===== src/rtl/ptr_table_ctrl_if.sv =====
// ptr_table_ctrl_if: bundles the request, response and pointer-RAM buses of
// ptr_table_ctrl.
//   req_*  : lookup request from the hash unit (valid/ready handshake)
//   rsp_*  : hit/literal decision to the packer (valid/ready handshake)
//   mem_*  : external single-port synchronous RAM (read data one cycle late)
// modport master : the controller side (ptr_table_ctrl)
// modport slave  : the surrounding hash unit, packer and RAM
interface ptr_table_ctrl_if #(
  parameter int unsigned ADDR_W = 12,
  parameter int unsigned POS_W  = 32
);
  logic              req_valid;
  logic              req_ready;
  logic [ADDR_W-1:0] req_hash;
  logic [POS_W-1:0]  req_pos;

  logic [ADDR_W-1:0] mem_addr;
  logic              mem_we;
  logic [POS_W-1:0]  mem_wdata;
  logic [POS_W-1:0]  mem_rdata;

  logic              rsp_valid;
  logic              rsp_ready;
  logic              rsp_hit;
  logic [ADDR_W-1:0] rsp_offset;
  logic [POS_W-1:0]  rsp_old_pos;

  modport master (
    input  req_valid, req_hash, req_pos, mem_rdata, rsp_ready,
    output req_ready, mem_addr, mem_we, mem_wdata,
           rsp_valid, rsp_hit, rsp_offset, rsp_old_pos
  );

  modport slave (
    output req_valid, req_hash, req_pos, mem_rdata, rsp_ready,
    input  req_ready, mem_addr, mem_we, mem_wdata,
           rsp_valid, rsp_hit, rsp_offset, rsp_old_pos
  );
endinterface


===== src/rtl/ptr_table_ctrl.sv =====
// ptr_table_ctrl: owns the LZRW1 hash-indexed pointer table held in an
// external single-port synchronous RAM.
//   - Clears every entry to 0 (empty) after reset and on each start.
//   - Per request: reads table[hash], writes the current position back, and
//     reports hit/offset/old entry to the packer.
// Ports:
//   clock, reset : system clock, synchronous active-high reset
//   start        : begin a new block (table clear), honoured only in READY
//   busy         : high whenever the controller is not in READY
//   bus          : req/rsp handshakes and RAM bus (ptr_table_ctrl_if.master)
module ptr_table_ctrl #(
  parameter int unsigned TABLESIZE  = 4096,
  parameter int unsigned ADDR_W     = 12,
  parameter int unsigned POS_W      = 32,
  parameter int unsigned MAX_OFFSET = 4095
) (
  input  logic                 clock,
  input  logic                 reset,
  input  logic                 start,
  output logic                 busy,
  ptr_table_ctrl_if.master     bus
);

  typedef enum logic [1:0] {CLEAR, READY, LOOKUP, RESP} state_t;

  localparam logic [ADDR_W:0] CLR_END = (ADDR_W + 1)'(TABLESIZE);

  state_t            state_q;
  logic [ADDR_W:0]   cnt_q;
  logic [ADDR_W-1:0] addr_q;
  logic              we_q;
  logic [POS_W-1:0]  pos_q;
  logic              req_ready_q;
  logic              busy_q;
  logic              rsp_valid_q;
  logic              rsp_hit_q;
  logic [ADDR_W-1:0] rsp_offset_q;
  logic [POS_W-1:0]  rsp_old_q;

  // Hit decision, evaluated while the read data for the accepted hash is on
  // mem_rdata (LOOKUP). pos_q doubles as the write-back data.
  logic [POS_W-1:0]  diff_d;
  logic              hit_d;

  always_comb begin
    diff_d = pos_q - bus.mem_rdata;
    hit_d  = (bus.mem_rdata != '0) && (pos_q > bus.mem_rdata) &&
             (diff_d <= POS_W'(MAX_OFFSET));
  end

  // In READY the RAM address follows req_hash directly so the read is issued
  // in the accept cycle; start steals the cycle from any pending request.
  assign bus.mem_addr    = (state_q == READY) ? bus.req_hash : addr_q;
  assign bus.mem_we      = we_q;
  assign bus.mem_wdata   = pos_q;
  assign bus.req_ready   = req_ready_q && !start;
  assign bus.rsp_valid   = rsp_valid_q;
  assign bus.rsp_hit     = rsp_hit_q;
  assign bus.rsp_offset  = rsp_offset_q;
  assign bus.rsp_old_pos = rsp_old_q;
  assign busy            = busy_q;

  always_ff @(posedge clock) begin
    if (reset) begin
      state_q      <= CLEAR;
      cnt_q        <= '0;
      addr_q       <= '0;
      we_q         <= 1'b0;
      pos_q        <= '0;
      req_ready_q  <= 1'b0;
      busy_q       <= 1'b1;
      rsp_valid_q  <= 1'b0;
      rsp_hit_q    <= 1'b0;
      rsp_offset_q <= '0;
      rsp_old_q    <= '0;
    end else begin
      case (state_q)
        CLEAR: begin
          // cnt_q is the next address to write; once it reaches TABLESIZE
          // the last entry is on the bus this cycle.
          if (cnt_q == CLR_END) begin
            state_q     <= READY;
            we_q        <= 1'b0;
            addr_q      <= '0;
            req_ready_q <= 1'b1;
            busy_q      <= 1'b0;
          end else begin
            we_q   <= 1'b1;
            addr_q <= cnt_q[ADDR_W-1:0];
            pos_q  <= '0;
            cnt_q  <= cnt_q + 1'b1;
          end
        end
        READY: begin
          if (start) begin
            // Entry 0 is written in the first CLEAR cycle, so the counter
            // already points at entry 1.
            state_q     <= CLEAR;
            req_ready_q <= 1'b0;
            busy_q      <= 1'b1;
            we_q        <= 1'b1;
            addr_q      <= '0;
            pos_q       <= '0;
            cnt_q       <= (ADDR_W + 1)'(1);
          end else if (bus.req_valid) begin
            state_q     <= LOOKUP;
            req_ready_q <= 1'b0;
            busy_q      <= 1'b1;
            we_q        <= 1'b1;
            addr_q      <= bus.req_hash;
            pos_q       <= bus.req_pos;
          end
        end
        LOOKUP: begin
          state_q      <= RESP;
          we_q         <= 1'b0;
          rsp_valid_q  <= 1'b1;
          rsp_hit_q    <= hit_d;
          rsp_offset_q <= hit_d ? diff_d[ADDR_W-1:0] : '0;
          rsp_old_q    <= bus.mem_rdata;
        end
        RESP: begin
          if (bus.rsp_ready) begin
            state_q     <= READY;
            rsp_valid_q <= 1'b0;
            req_ready_q <= 1'b1;
            busy_q      <= 1'b0;
          end
        end
        default: state_q <= CLEAR;
      endcase
    end
  end

endmodule


===== src/flat_wrapper.sv =====
// flat-port wrapper written by rule: the top's interface ports become plain ports
module ptr_table_ctrl_flat 
#(
  parameter int unsigned TABLESIZE  = 4096,
  parameter int unsigned ADDR_W     = 12,
  parameter int unsigned POS_W      = 32,
  parameter int unsigned MAX_OFFSET = 4095
)
  (clock, reset, start, busy, bus_req_valid, bus_req_hash, bus_req_pos, bus_mem_rdata, bus_rsp_ready, bus_req_ready, bus_mem_addr, bus_mem_we, bus_mem_wdata, bus_rsp_valid, bus_rsp_hit, bus_rsp_offset, bus_rsp_old_pos);
  ptr_table_ctrl_if #(.ADDR_W(ADDR_W), .POS_W(POS_W)) bus_i ();
  input  logic clock;
  input  logic reset;
  input  logic start;
  output logic busy;
  input wire logic [$bits(bus_i.req_valid)-1:0] bus_req_valid;
  input wire logic [$bits(bus_i.req_hash)-1:0] bus_req_hash;
  input wire logic [$bits(bus_i.req_pos)-1:0] bus_req_pos;
  input wire logic [$bits(bus_i.mem_rdata)-1:0] bus_mem_rdata;
  input wire logic [$bits(bus_i.rsp_ready)-1:0] bus_rsp_ready;
  output wire logic [$bits(bus_i.req_ready)-1:0] bus_req_ready;
  output wire logic [$bits(bus_i.mem_addr)-1:0] bus_mem_addr;
  output wire logic [$bits(bus_i.mem_we)-1:0] bus_mem_we;
  output wire logic [$bits(bus_i.mem_wdata)-1:0] bus_mem_wdata;
  output wire logic [$bits(bus_i.rsp_valid)-1:0] bus_rsp_valid;
  output wire logic [$bits(bus_i.rsp_hit)-1:0] bus_rsp_hit;
  output wire logic [$bits(bus_i.rsp_offset)-1:0] bus_rsp_offset;
  output wire logic [$bits(bus_i.rsp_old_pos)-1:0] bus_rsp_old_pos;
  assign bus_i.req_valid = bus_req_valid;
  assign bus_i.req_hash = bus_req_hash;
  assign bus_i.req_pos = bus_req_pos;
  assign bus_i.mem_rdata = bus_mem_rdata;
  assign bus_i.rsp_ready = bus_rsp_ready;
  assign bus_req_ready = bus_i.req_ready;
  assign bus_mem_addr = bus_i.mem_addr;
  assign bus_mem_we = bus_i.mem_we;
  assign bus_mem_wdata = bus_i.mem_wdata;
  assign bus_rsp_valid = bus_i.rsp_valid;
  assign bus_rsp_hit = bus_i.rsp_hit;
  assign bus_rsp_offset = bus_i.rsp_offset;
  assign bus_rsp_old_pos = bus_i.rsp_old_pos;
  ptr_table_ctrl #(.TABLESIZE(TABLESIZE), .ADDR_W(ADDR_W), .POS_W(POS_W), .MAX_OFFSET(MAX_OFFSET)) u_core (.clock(clock), .reset(reset), .start(start), .busy(busy), .bus(bus_i));
endmodule

===== config.mk =====
export PLATFORM = sky130hd
export DESIGN_NAME = ptr_table_ctrl_flat
export DESIGN_NICKNAME = d
export VERILOG_FILES = /design/src/rtl/ptr_table_ctrl_if.sv /design/src/rtl/ptr_table_ctrl.sv /design/src/flat_wrapper.sv
export SDC_FILE = /design/constraint.sdc
export NUM_CORES = 1
export LEC_CHECK = 0
export CAP_MARGIN = 20
export CORE_ASPECT_RATIO = 0.5
export CORE_UTILIZATION = 43
export DETAILED_ROUTE_END_ITERATION = 10
export PLACE_DENSITY = 0.81
export SETUP_SLACK_MARGIN = 0.2
export SLEW_MARGIN = 25
export SYNTH_ARGS = -nofsm -noshare
export SYNTH_HDL_FRONTEND = slang
export SYNTH_SLANG_ARGS = --single-unit

===== constraint.sdc =====
create_clock -name clock -period 4.4 [get_ports clock]
set_clock_uncertainty 0.05 [all_clocks]
set_input_delay 1.1 -clock clock [delete_from_list [all_inputs] [get_ports clock]]
set_output_delay 1.1 -clock clock [all_outputs]
set_load 0.02 [all_outputs]

==> results by group, run 1 <==
Outcome
  • Status: finished, final reports clean

GRT
  • Met3 Resource Use GR: 0.0719
  • Largest net degree at the start of global routing: 86
  • First-pass GRT wire length: 37500 µm
  • Initial antenna violation count: 0
  • GRT met2 Usage: 0.462
  • Grt ovf: 0
  • Most Crowded Layer GR: met2
  • GRT Resource Usage Total: 0.294
  • Vias in the first global route: 7237
  • Grt met1 use: 0.400

Clock tree
  • H-tree Lvls: 3
  • Root Driver: clkbuf_16
  • CTS tree: built
  • Num CTS Buffers: 9
  • Clock Tree Buf Depth: 2
  • Clock transition at path regs: 80 ps
  • Clock Latency Late Sink: 350 ps
  • # hold bufs at CTS: 0
  • Clock Sinks: 108

Floorplanning
  • Num ports: 174
  • FP Rows: 31
  • Die Span X: 178 µm
  • Initial Util: 0.450
  • Die Span Y: 90.1 µm
  • Core box area: 14800 µm²
  • Die area: 16100 µm²

Synth
  • Post-synth EDFFs: 0
  • Synth Flop Type: dfxtp_1
  • Post-Synthesis Cell Area: 6670 µm²
  • Cells after synthesis: 853
  • Syn_area_per_cell: 7.82 µm²
  • Syn_nets: 976
  • Synth unique cells: 66
  • Synth async-reset ratio: 0
  • Sequential fraction of the synthesis area: 0.324
  • #FFs+latches synth: 108
  • Yosys warnings: 0

STA
  • Slew @ Worst Pin: 980 ps
  • Slew Limit Fails: 0
  • Unrepaired setup endpoints after global routing: false
  • Rel. slew slack: 0.344
  • F_max: 0.240 GHz
  • Final period utilization: 0.946
  • Final Critical Period: 4160 ps
  • Final hold vios: 0
  • Final TNS setup: 0 ps
  • Final setup viols: 0

Worst setup path
  • Worst path slowest cell: clkdlybuf4s50_1
  • Critical Path RT: 4620 ps
  • WP buf/inv: 3
  • Crit path largest cell delay: 510 ps
  • Setup crit start: bus_mem_rdata[6]
  • Element type at the critical path end: flip-flop
  • Setup slack, reg-to-reg: 890 ps
  • Critical path peak fanout: 13
  • WS Path Type: in2reg
  • Worst path cell trace: clkdlybuf4s50_1 > inv_1 > ha_1 > o21a_1 > o211ai_2 > a31oi_2 > or3_1 > a2111oi_4 > o2111ai_2 > a2111oi_4 > nand4_2 > buf_6 > o31ai_2
  • CP most frequent cell: a2111oi_4
  • RR Startpoint: u_core.bus.mem_wdata[0]
  • R2r endpoint: u_core.bus.rsp_offset[10]
  • R2R cell count: 15
  • Largest delay share family, worst path: compound AO/OA/AOI/OAI gates
  • Startpoint types: input port
  • CP Data Arrival Time: 4380 ps

Layout
  • Final Instance Area: 9910 µm²
  • Fillcell total: 1209
  • Synth-to-Final Area Change: 48.5%
  • Layout cells sized above 1: 0.171
  • Register Area: 2160 µm²
  • Finished Layout Cells: 1318
  • Final Util: 0.669
  • Multi-input logic area: 4230 µm²
  • # diodes: 0
  • Final net count: 1239

Min path
  • Hold Path Origin: u_core.bus.rsp_offset[2]
  • HP Class: reg2reg
  • WHS Path Cells: 2
  • Worst Hold Path EP: u_core.bus.rsp_offset[2]

Drt
  • Starting DRT DRC Count: 651
  • Routed vias/inst: 5.74
  • Post-Route WL: 23600 µm
  • ANT nets after route: 0
  • DR vias: 7559
  • DRC: 0
  • Drt first pass iters: 5
  • WL per Instance: 17.9 µm

Place
  • Dpl cell area: 9410 µm²
  • DP Cell Count: 1300
  • HPWL Detailed: 18000 µm
  • Gpl congestion: 0.989
  • PortBufs: 173

Power
  • Clock share of power: 0.344
  • Sw Share: 0.312
  • P_leak: 0.00386 µW
  • Worst VDD drop: 0.245 mV
  • Comb power frac: 0.251
  • Pwr Total: 2540 µW
  • Power Density: 257 nW/µm²
  • Cell Int Power: 1750 µW
  • Net Sw Power: 793 µW
  • Flop pwr share: 0.405

Flow run
  • Max Cap Viol: 0
## Yosys cell counts (5+ instances only)
library cell,number,share of area
dfxtp_1,108,0.32
nand2_1,93,0.052
nor2_1,81,0.046
a21oi_1,72,0.054
inv_1,66,0.037
nand3_1,42,0.032
ha_1,41,0.077
o21ai_0,36,0.027
mux2i_1,35,0.053
clkbuf_1,33,0.019
nand4_1,15,0.014
xnor2_1,15,0.020
a211oi_1,13,0.015
nor4_1,13,0.012
o21a_1,12,0.014
nand2b_1,11,0.010
o21ai_1,11,0.0083
buf_2,10,0.0075
nor3_1,10,0.0075
o211ai_1,9,0.010
o221ai_1,9,0.012
o31ai_2,9,0.017
a31oi_1,8,0.0075
or3_1,8,0.0075
xor2_1,8,0.011
a21o_1,7,0.0079
o31ai_1,5,0.0056
## power groups by stage
stage          clock, µW  sequential [µW]  combinational (µW)
2_1_floorplan          0             1060                 300
3_3_place_gp           0             1050                 597
3_5_place_dp           0             1050                 609
4_1_cts              878             1030                 616
5_1_grt              924             1030                 684
6_report             874             1030                 639
## tightest hold or removal path: cells and delay by family (launching register included)
family / cells / cell delay [ps]
and+or+nand+nor: 1 / 60
AOI/OAI and AO/OA: 1 / 50
DFF: 1 / 330
## routing by layer
layer	vias up	part of all wire
li1	3559	-
met1	3599	0.44
met2	358	0.45
met3	43	0.093
met4	0	0.021
met5	-	0
## cell usage in the layout, fill, tap and decap left out, types with 12 or more instances in the layout
cell	count
clkdlybuf4s50_1	170
buf_4	126
dfxtp_1	108
nand2_1	93
nor2_1	80
a21oi_1	69
inv_1	66
nand3_1	42
o21ai_0	35
mux2i_1	35
ha_1	35
nand4_1	15
xnor2_1	15
nor4_1	13
o21a_1	12
o31ai_2	12
## cells by family after synthesis
group | Yosys count | share of synthesized area
mux | 39 | 0.0593
fa+ha+maj | 42 | 0.0799
compound gates | 232 | 0.234
buf+inv | 116 | 0.0694
xor+xnor | 23 | 0.0302
flops | 108 | 0.324
simple gates | 293 | 0.203
## through the flow
step	hold slack, ps	setup slack, ps
2_1_floorplan	383	510
3_3_place_gp	393	-134
3_5_place_dp	392	-242
4_1_cts	410	210
5_1_grt	435	136
6_report	411	236
## sequential cells by signal, summed over array words and instances (netlist names)
signal	cells
u_core.addr_q	12
u_core.busy	1
u_core.req_ready_q	1
u_core.state_q	2
u_core.bus.rsp_old_pos	32
u_core.bus.mem_wdata	32
u_core.bus.mem_we	1
u_core.cnt_q	13
u_core.bus.rsp_hit	1
u_core.bus.rsp_offset	12
u_core.bus.rsp_valid	1
## cell type report
| cell class | count | area share |
|---|---|---|
| Multi-Input combinational cell | 629 | 0.427 |
| Inverter | 67 | 0.0254 |
| Clock inverter | 6 | 0.00846 |
| Tap cell | 198 | 0.0250 |
| Timing Repair Buffer | 301 | 0.273 |
| Clock buffer | 9 | 0.0227 |
| Sequential cell | 108 | 0.218 |
## what timing repair did
action                                 CTS  global route
buffers inserted                         1             2
pin swaps                                5             7
gates resized for setup                  8            20
endpoints found under the hold margin    0             0
setup endpoints to repair               12            13
## how the worst max path moves through the flow
stage | end | slack (ps) | cells past startpoint
5_1_grt | u_core.bus.rsp_offset[3] | 140 | 13
4_1_cts | u_core.bus.rsp_offset[3] | 210 | 14
3_3_place_gp | u_core.bus.rsp_offset[4] | -130 | 14
2_1_floorplan | u_core.bus.rsp_offset[10] | 510 | 12
6_report | u_core.bus.rsp_offset[10] | 240 | 13
3_5_place_dp | u_core.bus.rsp_offset[3] | -240 | 14
Note: power is estimated with default switching activity, not from simulation.
==> run 2, diff against run 1 <==
--- a/config.mk
+++ b/config.mk
@@ -9,4 +9,5 @@
 export CORE_ASPECT_RATIO = 0.5
 export CORE_UTILIZATION = 43
+export CTS_CLUSTER_DIAMETER = 80
 export DETAILED_ROUTE_END_ITERATION = 10
 export PLACE_DENSITY = 0.81
==> constraint.sdc (replaced) <==
create_clock -name clock -period 4.4 [get_ports clock]
set_clock_uncertainty 0.05 [all_clocks]
set_input_delay 0.88 -clock clock [delete_from_list [all_inputs] [get_ports clock]]
set_output_delay 0.88 -clock clock [all_outputs]
set_load 0.02 [all_outputs]
==> run 2 against run 1 <==
  * Critical path type unchanged
  * Non-clock buffer count shrank 57
  * First-iteration DRC count shrank 7.8%
  * Flip-flop and latch count unchanged
  * Largest cell class unchanged
  * Worst setup slack gained 67 ps
==> results by group, run 2 (synthesis gave the netlist of run 1 again) <==
Layout
  • Synth-to-Final Area Change: 41.3%
  • Final Util: 0.636 (-0.0321)
  • Most common cell after layout, fill and taps aside: clkdlybuf4s50_1
  • Layout cells sized above 1: 0.120 (-0.0501)
  • # diodes: 0 (unchanged)
  • Final net count: 1182 (-4.6%)
  • Most frequent cells in the layout: clkdlybuf4s50_1 (171), dfxtp_1 (108), nand2_1 (93)
  • Fillcell total: 1240 (+2.6%)

Worst setup path
  • R2R cell count: 13 (-2)
  • R2r endpoint: u_core.bus.rsp_offset[9]
  • CP Data Arrival Time: 4310 ps (-70 ps)
  • Critical path peak fanout: 13 (unchanged)
  • CP most frequent cell: a2111oi_4
  • WP buf/inv: 3 (unchanged)
  • Worst path slowest cell: clkdlybuf4s50_1
  • WS Path Type: in2reg
  • Crit path largest cell delay: 520 ps (about the same)
  • Setup slack, reg-to-reg: 860 ps (-30 ps)
  • Critical Path RT: 4610 ps (about the same)
  • Worst path cell trace: clkdlybuf4s50_1 > inv_1 > ha_1 > o211ai_1 > a21o_1 > a31oi_2 > or3_4 > a2111oi_4 > o2111ai_2 > a2111oi_4 > nand4_2 > buf_6 > o31ai_2
  • Largest delay share family, worst path: compound AO/OA/AOI/OAI gates
  • RR Startpoint: u_core.bus.mem_wdata[0]
  • Startpoint types: input port
  • Element type at the critical path end: flip-flop

Drt
  • Drt first pass iters: 5 (unchanged)
  • WL per Instance: 18.3 µm (+1.8%)
  • DR vias: 7238 (-4.2%)
  • Post-Route WL: 23000 µm (-2.6%)
  • ANT nets after route: 0 (unchanged)
  • DRC: 0 (unchanged)
  • Starting DRT DRC Count: 600 (-7.8%)
  • Routed vias/inst: 5.74 (about the same)

STA
  • Slew Limit Fails: 0 (unchanged)
  • Final Hold Slack: 408 ps (-3.38 ps)
  • Unrepaired setup endpoints after global routing: false
  • Final setup viols: 0 (unchanged)
  • Final period utilization: 0.931 (-0.0151)
  • Rel. slew slack: 0.396 (+0.0517)
  • Final Critical Period: 4100 ps (-66.5 ps)
  • Final setup margin: 303 ps (+66.5 ps)
  • Slew @ Worst Pin: 906 ps (-73.9 ps)
  • Final hold vios: 0 (unchanged)
  • F_max: 0.244 GHz (+1.6%)

Place
  • HPWL Detailed: 17600 µm (-2.1%)
  • Gpl congestion: 0.965 (-2.4%)
  • PortBufs: 173 (unchanged)
  • Pre-CTS setup slack: -75.9 ps (+166 ps)

Floorplanning
  • Core box area: 14800 µm² (unchanged)
  • FP Rows: 31 (unchanged)
  • Initial Util: 0.450 (unchanged)
  • Num ports: 174 (unchanged)
  • Die Span Y: 90.1 µm (unchanged)
  • Die area: 16100 µm² (unchanged)
  • Die Span X: 178 µm (unchanged)

Clock tree
  • Clock transition at path regs: 80 ps (about the same)
  • Num CTS Buffers: 9 (unchanged)
  • Clock Tree Buf Depth: 2 (unchanged)
  • H-tree Lvls: 3 (unchanged)
  • Root Driver: clkbuf_16
  • CTS tree: built
  • Clock Sinks: 108 (unchanged)
  • Clock Latency Late Sink: 350 ps (about the same)

GRT
  • Largest net degree at the start of global routing: 86 (unchanged)
  • GRT Resource Usage Total: 0.285 (-0.00913)
  • Initial antenna violation count: 0 (unchanged)
  • First-pass GRT wire length: 36300 µm (-3.1%)
  • Grt ovf: 0 (unchanged)
  • Vias in the first global route: 6874 (-5.0%)

Power
  • P_leak: 0.00357 µW (-7.6%)
  • Worst VDD drop: 0.195 mV (-21%)
  • Pwr Total: 2500 µW (-1.7%)
  • Power Density: 265 nW/µm² (+3.2%)

Outcome
  • Status: finished, final reports clean

Min path
  • WHS Path Cells: 2 (unchanged)
  • HP Class: reg2reg
  • Hold Path Origin: u_core.bus.rsp_offset[3]
  • Worst Hold Path EP: u_core.bus.rsp_offset[3]

Flow run
  • Max Cap Viol: 0 (unchanged)
[run 2: changes by cell type in the layout (fill, tap and decap cells not counted), moves of 2 or more]
cell	previous run	this run
o31ai_1	2	5
o31ai_2	12	9
ha_1	35	37
buf_4	126	69
[run 2: worst max path at each step]
stage / cells after the start / startpoint / endpoint
final: 13 / bus_mem_rdata[3] / u_core.bus.rsp_offset[9]
after global routing: 13 / bus_mem_rdata[0] / u_core.bus.rsp_offset[9]
after CTS: 14 / bus_mem_rdata[4] / u_core.bus.rsp_offset[10]
after detailed placement: 14 / bus_mem_rdata[4] / u_core.bus.rsp_offset[9]
after global placement: 13 / bus_mem_rdata[16] / u_core.bus.rsp_offset[4]
after floorplan: 12 / bus_mem_rdata[0] / u_core.bus.rsp_offset[10]
[run 2: per-stage QoR]
step | cells | setup TNS, ps | cell area (µm²)
after global routing | 1261 | 0 | 9430
after global placement | 1242 | 0 | 8970
after floorplan | 853 | 0 | 6670
after CTS | 1257 | 0 | 9280
final | 1261 | 0 | 9430
after detailed placement | 1242 | -446 | 8970
[run 2: where the power goes]
group	total (µW)	internal [µW]	switching (µW)
registers	1030	1010	23.7
clock network	872	452	419
logic	597	261	337
total	2500	1720	780
[run 2: repair_timing]
item / in CTS / in global routing
hold endpoints to repair: 0 / 0
gates resized for setup: 0 / 20
endpoints found under the setup margin: 0 / 13
hold buffers: 0 / 0
setup buffers: 0 / 4
[run 2: worst reg2reg max path: stages, from the launching register on]
cell and delay, ps:
dfxtp_1 380, inv_1 60, ha_1 220, fa_1 400, nand2b_1 180, a21o_1 250
a31oi_2 250, o21ai_0 200, a2111oi_4 370, o2111ai_2 190, a2111oi_4 310, nand4_2 150
buf_6 180, o31ai_2 260
[run 2: layer usage]
metal	share of wire	track usage	vias up	routed length [µm]
met4	0.016	0.0600	0	373
met3	0.085	0.0673	29	1960
li1	-	-	3443	-
met2	0.44	0.434	306	10100
met1	0.46	0.404	3460	10500
met5	0	0	-	0
[run 2: layout make-up]
| type | instances | area, µm² | area share |
|---|---|---|---|
| tap | 198 | 248 | 0.0263 |
| timing repair buffer | 244 | 2280 | 0.242 |
| clock inverter | 6 | 78.8 | 0.00836 |
| inverter | 67 | 251 | 0.0267 |
| sequential | 108 | 2160 | 0.229 |
| clock buffer | 9 | 225 | 0.0239 |
| multi-input combinational | 629 | 4190 | 0.444 |
==> run 3, diff against run 2 <==
Settings changed: ABC_AREA set to 1, PLACE_DENSITY 0.81 to 0.8.
Clock period 4.4 ns to 4.29 ns, I/O delays scaled along.
==> run 3 against run 2 <==
  * Via count increased by 8.4%
  * Non-clock buffer count decreased by 65
  * Power decreased by 15%
  * Final area decreased by 2.4%
  * Routed wire length increased by 4.9%
  * Worst hold slack improved by 8.7 ps
  * Global-route usage increased by 0.36 points
  * Flip-flop and latch count unchanged
  * Combinational power decreased by 60%
  * Worst setup slack improved by 320 ps
==> results by group, run 3 <==
Layout
  • Final Instance Area: 9210 µm² (-2.4%)
  • Finished Layout Cells: 1502 (+19%)
  • # diodes: 0 (unchanged)
  • Most common cell after layout, fill and taps aside: nand2_1
  • Final net count: 1399 (+18%)
  • Layout cells sized above 1: 0.0375 (-0.0829)
  • Most frequent cells in the layout: nand2_1 (331), clkdlybuf4s50_1 (172), inv_1 (168)
  • Synth-to-Final Area Change: 31.5%
  • Fillcell total: 1475 (+19%)

Worst setup path
  • Element type at the critical path end: output port
  • Critical Path RT: 3380 ps (-1230 ps)
  • CP most frequent cell: nand2_1
  • Worst path cell trace: inv_1 > ha_1 > inv_2 > buf_4 > nand2_1 > nand2_1 > clkdlybuf4s50_1
  • Critical path peak fanout: 19 (+6)
  • WS Path Type: reg2out
  • CP Data Arrival Time: 2760 ps (-1550 ps)
  • Crit path largest cell delay: 610 ps (+90 ps)
  • Startpoint types: flip-flop
  • Worst path slowest cell: clkdlybuf4s50_1

GRT
  • Initial antenna violation count: 0 (unchanged)
  • First-pass GRT wire length: 38000 µm (+4.6%)
  • Vias in the first global route: 7182 (+4.5%)
  • Largest net degree at the start of global routing: 61 (-29%)
  • Grt ovf: 0 (unchanged)
  • GRT Resource Usage Total: 0.288 (+0.00365)

Clock tree
  • Post-CTS Resized: 0 (unchanged)
  • # hold bufs at CTS: 0 (unchanged)
  • H-tree Lvls: 3 (unchanged)
  • Clock transition at path regs: 80 ps (about the same)
  • Clock Latency Late Sink: 360 ps (about the same)
  • Num CTS Buffers: 9 (unchanged)
  • CTS tree: built
  • Clock Sinks: 108 (unchanged)
  • Buffer count from post-CTS setup fixing: 0 (unchanged)
  • Root Driver: clkbuf_16
  • Clock Tree Buf Depth: 2 (unchanged)

Outcome
  • Status: finished, final reports clean

Place
  • Gpl congestion: 0.967 (+0.20%)
  • HPWL Detailed: 18900 µm (+7.4%)
  • PortBufs: 173 (unchanged)
  • Dpl cell area: 8900 µm² (-0.78%)
  • DP Cell Count: 1486 (+20%)

STA
  • Final setup viols: 0 (unchanged)
  • Rel. slew slack: 0.329 (-0.0671)
  • Final TNS setup: 0 ps (unchanged)
  • Slew @ Worst Pin: 1010 ps (+99.5 ps)
  • Final period utilization: 0.855
  • F_max: 0.273 GHz
  • Final hold vios: 0 (unchanged)
  • Unrepaired setup endpoints after global routing: false
  • Slew Limit Fails: 0 (unchanged)
  • Final Critical Period: 3670 ps

Power
  • P_leak: 0.00412 µW (+16%)
  • Flop pwr share: 0.474 (+0.062)
  • Sw Share: 0.280 (-0.0316)
  • Comb power frac: 0.113 (-0.126)
  • Clock share of power: 0.413 (+0.064)
  • Worst VDD drop: 0.247 mV (+27%)
  • Cell Int Power: 1530 µW (-11%)
  • Pwr Total: 2130 µW (-15%)
  • Power Density: 231 nW/µm² (-13%)
  • Net Sw Power: 597 µW (-23%)

Drt
  • DR vias: 7844 (+8.4%)
  • Routed vias/inst: 5.22 (-9.0%)
  • WL per Instance: 16.1 µm (-12%)
  • ANT nets after route: 0 (unchanged)
  • Drt first pass iters: 7 (+2)
  • Post-Route WL: 24100 µm (+4.9%)
  • Starting DRT DRC Count: 725 (+21%)
  • DRC: 0 (unchanged)

Floorplanning
  • Num ports: 174 (unchanged)
  • Die Span Y: 92.2 µm (+2.4%)
  • Initial Util: 0.447 (-0.00302)
  • Core box area: 15700 µm² (+5.7%)
  • FP Rows: 32 (+3.2%)
  • Die area: 16800 µm² (+4.9%)
  • Die Span X: 182 µm (+2.4%)

Synth
  • Synth area leaders: dfxtp_1 (31%), nand2_1 (18%), a21oi_1 (9.2%)
  • Post-synth EDFFs: 0 (unchanged)
  • Yosys top cell area share: 0.309 (-0.0153)
  • Leading area contributor after synthesis: dfxtp_1
  • Synth unique cells: 35 (-47%)
  • #FFs+latches synth: 108 (unchanged)
  • Post-Synthesis Cell Area: 7000 µm² (+5.0%)
  • Syn_area_per_cell: 6.24 µm² (-20%)
  • Cells after synthesis: 1123 (+32%)
  • Synth Flop Type: dfxtp_1
  • Synth async-reset ratio: 0 (unchanged)
  • Syn_nets: 1246 (+28%)
  • Sequential fraction of the synthesis area: 0.309 (-0.0153)
  • Synth cell count leaders: nand2_1 (331), inv_1 (168), a21oi_1 (129)
  • Most common cell in the synthesized netlist: nand2_1
  • Yosys warnings: 0 (unchanged)

Min path
  • HP Class: reg2reg

Flow run
  • Max Cap Viol: 0 (unchanged)
run 3: worst paths after layout:
check	to	slack [ps]	cells after the start	startpoint
worst min-delay path	u_core.bus.rsp_offset[5]	420	2	u_core.bus.rsp_offset[5]
worst min register to register	u_core.bus.rsp_offset[5]	420	2	u_core.bus.rsp_offset[5]
worst max-delay path	bus_mem_addr[3]	620	7	u_core.state_q[1]
worst max register to register	u_core.bus.mem_wdata[21]	760	9	u_core.state_q[1]
run 3: cell families after synthesis:
group / Yosys count / synth area share
flip-flops: 108 / 0.309
AND/OR/NAND/NOR: 543 / 0.329
adder cells (fa/ha/maj): 42 / 0.0761
buffers and inverters: 207 / 0.113
XOR/XNOR: 12 / 0.0150
AO/OA/AOI/OAI: 211 / 0.158
run 3: cell type report:
type	instances	area, µm²	share of cell area
flip-flops and latches	108	2160	0.235
clock inverters	7	78.8	0.00856
well taps	221	277	0.0300
clock buffers	9	225	0.0245
repair buffers	179	1770	0.192
inverters	170	638	0.0693
multi-input cells	808	4050	0.440
run 3: power by group through the flow:
| stage | combinational, µW | clock, µW | sequential [µW] |
|---|---|---|---|
| global placement | 233 | 0 | 1030 |
| detailed placement | 233 | 0 | 1030 |
| CTS | 235 | 884 | 1010 |
| global route | 260 | 928 | 1010 |
| floorplan | 110 | 0 | 1030 |
| finish | 241 | 878 | 1010 |
run 3: layer usage:
layer | vias up | GRT usage | routed length (µm)
li1 | 3903 | - | -
met1 | 3607 | 0.411 | 11500
met2 | 302 | 0.447 | 10300
met3 | 32 | 0.0564 | 1950
met4 | 0 | 0.0609 | 394
met5 | - | 0 | 0
run 3: critical path: cells and delay by family (launching register included):
family	cells	cell delay [ps]
buf+inv	4	1370
flops	1	450
fa+ha+maj	1	450
simple gates	2	130
run 3: through the flow:
stage,hold slack (ps),utilization,setup WS [ps]
2_1_floorplan,394,-,1460
3_3_place_gp,404,0.569,509
3_5_place_dp,405,0.569,414
4_1_cts,418,0.588,644
5_1_grt,436,0.588,462
6_report,417,0.588,624
